<file path="src/rtl/proc_pkg.sv">
// proc_pkg: shared codes and widths for the sample sequencer
//   cmd_e    host command codes on proc_cmd
//   status_e codes reported on proc_status
//   state_e  sequencer FSM encoding
//   ACC_W    accumulator / constant width
package proc_pkg;
  localparam int ACC_W = 64;
  localparam int CNT_W = 32;
  typedef enum logic [3:0] {
    CMD_NOP   = 4'd0,
    CMD_START = 4'd1,
    CMD_ACK   = 4'd2,
    CMD_ABORT = 4'd3
  } cmd_e;
  typedef enum logic [3:0] {
    ST_IDLE     = 4'd0,
    ST_BUSY     = 4'd1,
    ST_COMPLETE = 4'd2,
    ST_ERROR    = 4'd3
  } status_e;
  typedef enum logic [2:0] {
    S_IDLE,
    S_LOAD,
    S_REQ,
    S_DONE,
    S_ERR
  } state_e;
endpackage

</file>
<file path="src/rtl/proc_accum.sv">
// proc_accum: sample / squared-sample accumulators and completed-iteration counter
//   clk, nRESET        clock, async active-low reset
//   clr                zero both accumulators and iter_cnt (wins over en)
//   en                 add sample/sample_sq and count one iteration
//   sample, sample_sq  engine results
//   sum, pow_sum       running sums, wrap modulo 2^64
//   iter_cnt           completed iterations
module proc_accum import proc_pkg::*; (
  input  logic             clk,
  input  logic             nRESET,
  input  logic             clr,
  input  logic             en,
  input  logic [ACC_W-1:0] sample,
  input  logic [ACC_W-1:0] sample_sq,
  output logic [ACC_W-1:0] sum,
  output logic [ACC_W-1:0] pow_sum,
  output logic [CNT_W-1:0] iter_cnt
);
  always_ff @(posedge clk or negedge nRESET)
    if (!nRESET) begin
      sum      <= '0;
      pow_sum  <= '0;
      iter_cnt <= '0;
    end else if (clr) begin
      sum      <= '0;
      pow_sum  <= '0;
      iter_cnt <= '0;
    end else if (en) begin
      sum      <= sum + sample;
      pow_sum  <= pow_sum + sample_sq;
      iter_cnt <= iter_cnt + 1'b1;
    end
endmodule

</file>
<file path="src/rtl/proc_seq_ctrl.sv">
// proc_seq_ctrl: host-commanded sequencer issuing one engine request per iteration
//   TIMEOUT_CYCLES     max wait for eng_ack (only with PROC_TIMEOUT_EN defined)
//   clk, nRESET        clock, async active-low reset
//   proc_cmd           host command level (edge-detected against cmd_q)
//   niter, constK/1/2  run parameters, latched on START
//   eng_load           one-cycle reload pulse, eng_constK/1/2 latched constants
//   eng_req/eng_ack    sample handshake, eng_sample/eng_sample_sq results
//   proc_status        0 IDLE, 1 BUSY, 2 COMPLETE, 3 ERROR
//   proc_sum_dout, proc_pow_sum_dout, iter_cnt  run results
// Build option: PROC_TIMEOUT_EN adds the eng_ack wait timeout leading to ERROR.
module proc_seq_ctrl import proc_pkg::*; #(
  parameter int TIMEOUT_CYCLES = 1024
) (
  input  logic             clk,
  input  logic             nRESET,
  input  logic [3:0]       proc_cmd,
  input  logic [CNT_W-1:0] niter,
  input  logic [ACC_W-1:0] constK,
  input  logic [ACC_W-1:0] const1,
  input  logic [ACC_W-1:0] const2,
  output logic             eng_load,
  output logic [ACC_W-1:0] eng_constK,
  output logic [ACC_W-1:0] eng_const1,
  output logic [ACC_W-1:0] eng_const2,
  output logic             eng_req,
  input  logic             eng_ack,
  input  logic [ACC_W-1:0] eng_sample,
  input  logic [ACC_W-1:0] eng_sample_sq,
  output logic [3:0]       proc_status,
  output logic [ACC_W-1:0] proc_sum_dout,
  output logic [ACC_W-1:0] proc_pow_sum_dout,
  output logic [CNT_W-1:0] iter_cnt
);
  state_e           state;
  logic [3:0]       cmd_q;
  logic [CNT_W-1:0] niter_q;
  logic             new_cmd, start, ack, abort, acc_clr, acc_en, last, timeout;
  // Commands act only on the cycle the level changes, so a held level never retriggers.
  assign new_cmd = proc_cmd != cmd_q;
  assign start   = new_cmd && proc_cmd == CMD_START;
  assign ack     = new_cmd && proc_cmd == CMD_ACK;
  assign abort   = new_cmd && proc_cmd == CMD_ABORT;
  // Clearing on the START edge makes zeroed results visible during the LOAD cycle.
  assign acc_clr = state == S_IDLE && start;
  // An ack coinciding with ABORT is dropped.
  assign acc_en  = state == S_REQ && eng_ack && !abort;
  assign last    = iter_cnt + 1'b1 == niter_q;
`ifdef PROC_TIMEOUT_EN
  logic [CNT_W-1:0] wait_cnt;
  // Counts REQ cycles since the last ack; outside REQ it sits at zero so entry starts fresh.
  always_ff @(posedge clk or negedge nRESET)
    if (!nRESET) wait_cnt <= '0;
    else wait_cnt <= (state != S_REQ || eng_ack) ? '0 : wait_cnt + 1'b1;
  // A late ack in the final cycle still wins because timeout is gated by !eng_ack.
  assign timeout = !eng_ack && wait_cnt == CNT_W'(TIMEOUT_CYCLES - 1);
`else
  logic unused_timeout;
  assign unused_timeout = ^TIMEOUT_CYCLES;
  assign timeout        = 1'b0;
`endif
  always_ff @(posedge clk or negedge nRESET)
    if (!nRESET) begin
      state       <= S_IDLE;
      cmd_q       <= '0;
      niter_q     <= '0;
      eng_load    <= 1'b0;
      eng_req     <= 1'b0;
      eng_constK  <= '0;
      eng_const1  <= '0;
      eng_const2  <= '0;
      proc_status <= ST_IDLE;
    end else begin
      cmd_q    <= proc_cmd;
      eng_load <= 1'b0;
      case (state)
        S_IDLE:
          if (start) begin
            state       <= S_LOAD;
            eng_load    <= 1'b1;
            niter_q     <= niter;
            eng_constK  <= constK;
            eng_const1  <= const1;
            eng_const2  <= const2;
            proc_status <= ST_BUSY;
          end
        S_LOAD:
          if (abort) begin
            state       <= S_IDLE;
            proc_status <= ST_IDLE;
          end else if (niter_q == '0) begin
            state       <= S_DONE;
            proc_status <= ST_COMPLETE;
          end else begin
            state   <= S_REQ;
            eng_req <= 1'b1;
          end
        S_REQ:
          if (abort) begin
            state       <= S_IDLE;
            eng_req     <= 1'b0;
            proc_status <= ST_IDLE;
          end else if (eng_ack && last) begin
            state       <= S_DONE;
            eng_req     <= 1'b0;
            proc_status <= ST_COMPLETE;
          end else if (timeout) begin
            state       <= S_ERR;
            eng_req     <= 1'b0;
            proc_status <= ST_ERROR;
          end
        S_DONE, S_ERR:
          if (ack) begin
            state       <= S_IDLE;
            proc_status <= ST_IDLE;
          end
        default: begin
          state       <= S_IDLE;
          eng_req     <= 1'b0;
          proc_status <= ST_IDLE;
        end
      endcase
    end
  proc_accum u_accum (
    .clk       (clk),
    .nRESET    (nRESET),
    .clr       (acc_clr),
    .en        (acc_en),
    .sample    (eng_sample),
    .sample_sq (eng_sample_sq),
    .sum       (proc_sum_dout),
    .pow_sum   (proc_pow_sum_dout),
    .iter_cnt  (iter_cnt)
  );
endmodule

</file>
<file path="config.mk">
export PLATFORM = sky130hd
export DESIGN_NAME = proc_seq_ctrl
export DESIGN_NICKNAME = d
export VERILOG_FILES = /design/src/rtl/proc_pkg.sv /design/src/rtl/proc_accum.sv /design/src/rtl/proc_seq_ctrl.sv
export SDC_FILE = /design/constraint.sdc
export NUM_CORES = 1
export LEC_CHECK = 0
export CELL_PAD_IN_SITES_DETAIL_PLACEMENT = 2
export CELL_PAD_IN_SITES_GLOBAL_PLACEMENT = 2
export CORE_MARGIN = 10
export CORE_UTILIZATION = 30
export CTS_BUF_LIST = sky130_fd_sc_hd__clkbuf_2
export DETAILED_ROUTE_END_ITERATION = 12
export GPL_ROUTABILITY_DRIVEN = 1
export GPL_TIMING_DRIVEN = 0
export PLACE_DENSITY_LB_ADDON = 0.2
export SLEW_MARGIN = 20
export SYNTH_ARGS = -nofsm -noshare
export SYNTH_HDL_FRONTEND = slang
export SYNTH_SLANG_ARGS = --single-unit
export TNS_END_PERCENT = 5
</file>
<file path="constraint.sdc">
create_clock -name clk -period 4.7 [get_ports clk]
set_input_delay 0.47 -clock clk [delete_from_list [all_inputs] [get_ports clk]]
set_output_delay 0.47 -clock clk [all_outputs]
set_load 0.01 [all_outputs]
</file>
==> reports/metrics.yaml <==
outcome:
  status: "finished clean"
cts:
  cts_tree: "done"
  htreeDepth: 3
  clk_pin_slew_worst_paths_ns: 0.10
  cts-root-buf: "clkbuf_2"
  numCtsBuffers: 121
  clockBufferDepth: 3
  clock-sinks: 394
  post_cts_buffers: 0
  insertion_delay_ns: 1.46
yosys:
  synthSimpleGateAreaFrac: 0.2465
  synth_edf_count: 0
  ys_warn_count: 0
  synth_xor_area_frac: 0.06190
  synth_seq_area_share: 0.4123
  ys_seq_elements: 394
  ys_types: 85
  syn_area_per_cell_um2: 8.129
  synth_compound_area_frac: 0.1690
  async_reset_ff_frac: 1.000
  muxShareOfSynthArea: 0.004761
  syn_area_um2: 23910
  synth_top_family_by_area: "simple AND/OR/NAND/NOR gates"
  syn_inst: 2942
  ys.flop_type: "dfrtp_1"
  synthAdderAreaFrac: 0.07074
place:
  routabilityCongestion: 0.9103
  port_buffers: 714
  dpl.cell_count: 4712
  place_hpwl_mm: 103.8
drt:
  detailedRoute.firstIterationViolations: 1959
  vias: 29130
  route.detailed.drc: 0
  vias_per_cell: 5.602
  first_pass_iters: 6
  wl_per_cell_um: 32.66
  ant_nets: 0
  route.final.wire_length_mm: 169.9
cells_and_area:
  layout-drive-gt1-share: 0.06259
  area.growth.synth_to_final_pct: 50.78
  mostFrequentLayoutCells: "nand2_1, clkdlybuf4s50_1, dfrtp_1, a21oi_1, dlygate4sd3_1"
  finalCoreUtilization: 0.4564
  layout.cells.non_filler: 5200
  fin_nets: 4514
  layout_commonest_cell: "nand2_1"
floorplan:
  initial_utilization: 0.3027
  die_h_um: 302.3
  die-area_um2: 91410
  die_w_um: 302.3
  core_um2: 79000
  ios: 717
  std_cell_rows: 103
power_and_ir_drop:
  power_mw: 22.20
  pwr_density_cell_nw_per_um2: 615.7
  p_leak_nw: 16.58
  ir_worst_vdd_mv: 0.2561
timing:
  fmax_mhz: 233.7
  slew_violations: 0
  fin_tns_setup_ns: 0
  finalCriticalPeriod_ns: 4.278
  rsz0062_at_grt: "no"
  max-slew-margin-rel: 0.2187
  worst_pin_slew_ns: 1.172
  fin_crit_sh: 0.9103
  hold_viol_final: 0
  finalClockSkew_ns: 0.1694
  setup_viol: 0
setup_path:
  critPathBufInv: 4
  crit_type: "in2reg"
  crit_fanout: 10
  worstSetupStartpointType: "input port"
  crit_arrival_ns: 5.50
  critical-path-slowest-cell: "clkbuf_1"
  path_cells: "dlygate4sd3_1 > clkdlybuf4s50_1 > xor2_1 > nor4_1 > nor3_1 > nand3_1 > nand3_1 > clkbuf_1 > clkbuf_1 > o21ai_0 > a21oi_1"
  required_ns: 5.92
  worstSetupEndpointType: "register"
  crit_family: "buffers and inverters"
  regToRegSetupSlack_ns: 0.43
  cpPeakStageDelay_ns: 0.93
global_route:
  grt.total_usage: 0.3242
  grt_max_degree: 92
  grt_pass1_vias: 32340
  grt_pass1_wl_mm: 222.9
  grt.overflow.total: 0
  antenna_found_initial: 35
worst_hold_path:
  hp-class: "in2reg"
flow_run:
  max-cap-violations: 0
## cells in the mapped netlist (all sizes together), types with 4 or more instances
| cell type | number | area share |
|---|---|---|
| a2111oi | 6 | 0.0022 |
| a211o | 8 | 0.0029 |
| a211oi | 21 | 0.0070 |
| a21boi | 8 | 0.0025 |
| a21o | 86 | 0.027 |
| a21oi | 257 | 0.054 |
| a22o | 4 | 0.0015 |
| a31o | 8 | 0.0029 |
| a31oi | 32 | 0.0086 |
| and2 | 7 | 0.0018 |
| and3 | 18 | 0.0047 |
| and4 | 5 | 0.0018 |
| buf | 42 | 0.0086 |
| clkbuf | 119 | 0.019 |
| dfrtp | 394 | 0.41 |
| ha | 132 | 0.069 |
| inv | 46 | 0.0072 |
| mux2i | 8 | 0.0033 |
| nand2 | 968 | 0.15 |
| nand2b | 16 | 0.0042 |
| nand3 | 52 | 0.011 |
| nand3b | 8 | 0.0025 |
| nand4 | 46 | 0.014 |
| nor2 | 124 | 0.019 |
| nor2b | 23 | 0.0063 |
| nor3 | 46 | 0.010 |
| nor3b | 7 | 0.0022 |
| nor4 | 18 | 0.0056 |
| o211ai | 17 | 0.0053 |
| o21a | 19 | 0.0060 |
| o21ai | 118 | 0.025 |
| o21bai | 19 | 0.0060 |
| o31ai | 7 | 0.0024 |
| or2 | 4 | 0.0010 |
| or3 | 26 | 0.0068 |
| or4 | 6 | 0.0019 |
| xnor2 | 103 | 0.038 |
| xor2 | 66 | 0.024 |
## logic make-up (layout without fill, tap and decap cells)
group                      count (synthesis)  count (layout)
and+or+nand+nor                         1376            1376
AOI/OAI and AO/OA                        650             650
DFF                                      394             394
buffers and inverters                    207            1370
xor gates and xnor gates                 169             169
adders and majority gates                134             134
muxes                                     11              11
other                                      1              46
## layer usage
metal  vias to the layer above  GRT usage  routed length, µm
li1                      12280          -                  -
met1                     14690     0.3469              60600
met2                      1463     0.5716              81900
met3                       670    0.08928              13620
met4                        22     0.1803              13610
met5                         -          0                130
## flip-flops by register name (all words and copies together) (netlist names), 4 cells and up
register and count:
eng_const2 64, niter_q 32, u_accum.pow_sum 64, eng_const1 64
eng_constK 64, u_accum.iter_cnt 32, u_accum.sum 64, cmd_q 4
## worst paths after layout
kind                                   start              endpoint  cells past startpoint
setup / recovery                 proc_cmd[1]  u_accum.iter_cnt[25]                     11
hold / removal             eng_sample_sq[47]   u_accum.pow_sum[47]                      5
setup reg to reg                    cmd_q[0]  u_accum.iter_cnt[25]                      9
hold reg to reg               eng_const1[40]        eng_const1[40]                      2
max in group asynchronous             nRESET         eng_constK[0]                      5
min in group asynchronous             nRESET         eng_const1[3]                      4
## worst min-delay path: stages
cell and delay [ns]:
clkdlybuf4s50_1 0.46, ha_1 0.26, xnor2_1 0.10, nand2_1 0.06, a21oi_1 0.06
## area by class of cell
| cell class | instances | area (µm²) |
|---|---|---|
| multi-input cells | 2342 | 13230 |
| flip-flops and latches | 394 | 9859 |
| clock inverters | 32 | 173.9 |
| diodes | 44 | 110.1 |
| inverters | 46 | 172.7 |
| clock buffers | 176 | 880.8 |
| repair buffers | 955 | 9657 |
| fillers | 8734 | 42940 |
| plain buffers | 161 | 659.4 |
| well taps | 1050 | 1314 |
## what timing repair did
action,in CTS,in global routing
hold buffers,236,0
gates resized for setup,0,6
endpoints found under the hold margin,449,0
endpoints found under the setup margin,0,3
## report_power, final
part | leakage (nW) | switching (mW) | internal (mW)
logic | 10.7 | 7.39 | 5.23
clock network | 0.820 | 2.22 | 1.04
registers | 5.02 | 1.59 | 4.73
total | 16.6 | 11.2 | 11.0
## per-stage QoR
| stage | hold slack [ns] | area (µm²) | setup slack, ns |
|---|---|---|---|
| floorplan | 0.1744 | 23920 | 1.627 |
| global placement | 0.4589 | 32380 | -15.78 |
| detailed placement | 0.4659 | 32510 | -0.5231 |
| CTS | 0.001901 | 35940 | 0.2145 |
| global route | 0.08753 | 36040 | 0.2142 |
| finish | 0.1026 | 36060 | 0.4218 |
No activity file was read; power rests on OpenSTA's default activity.
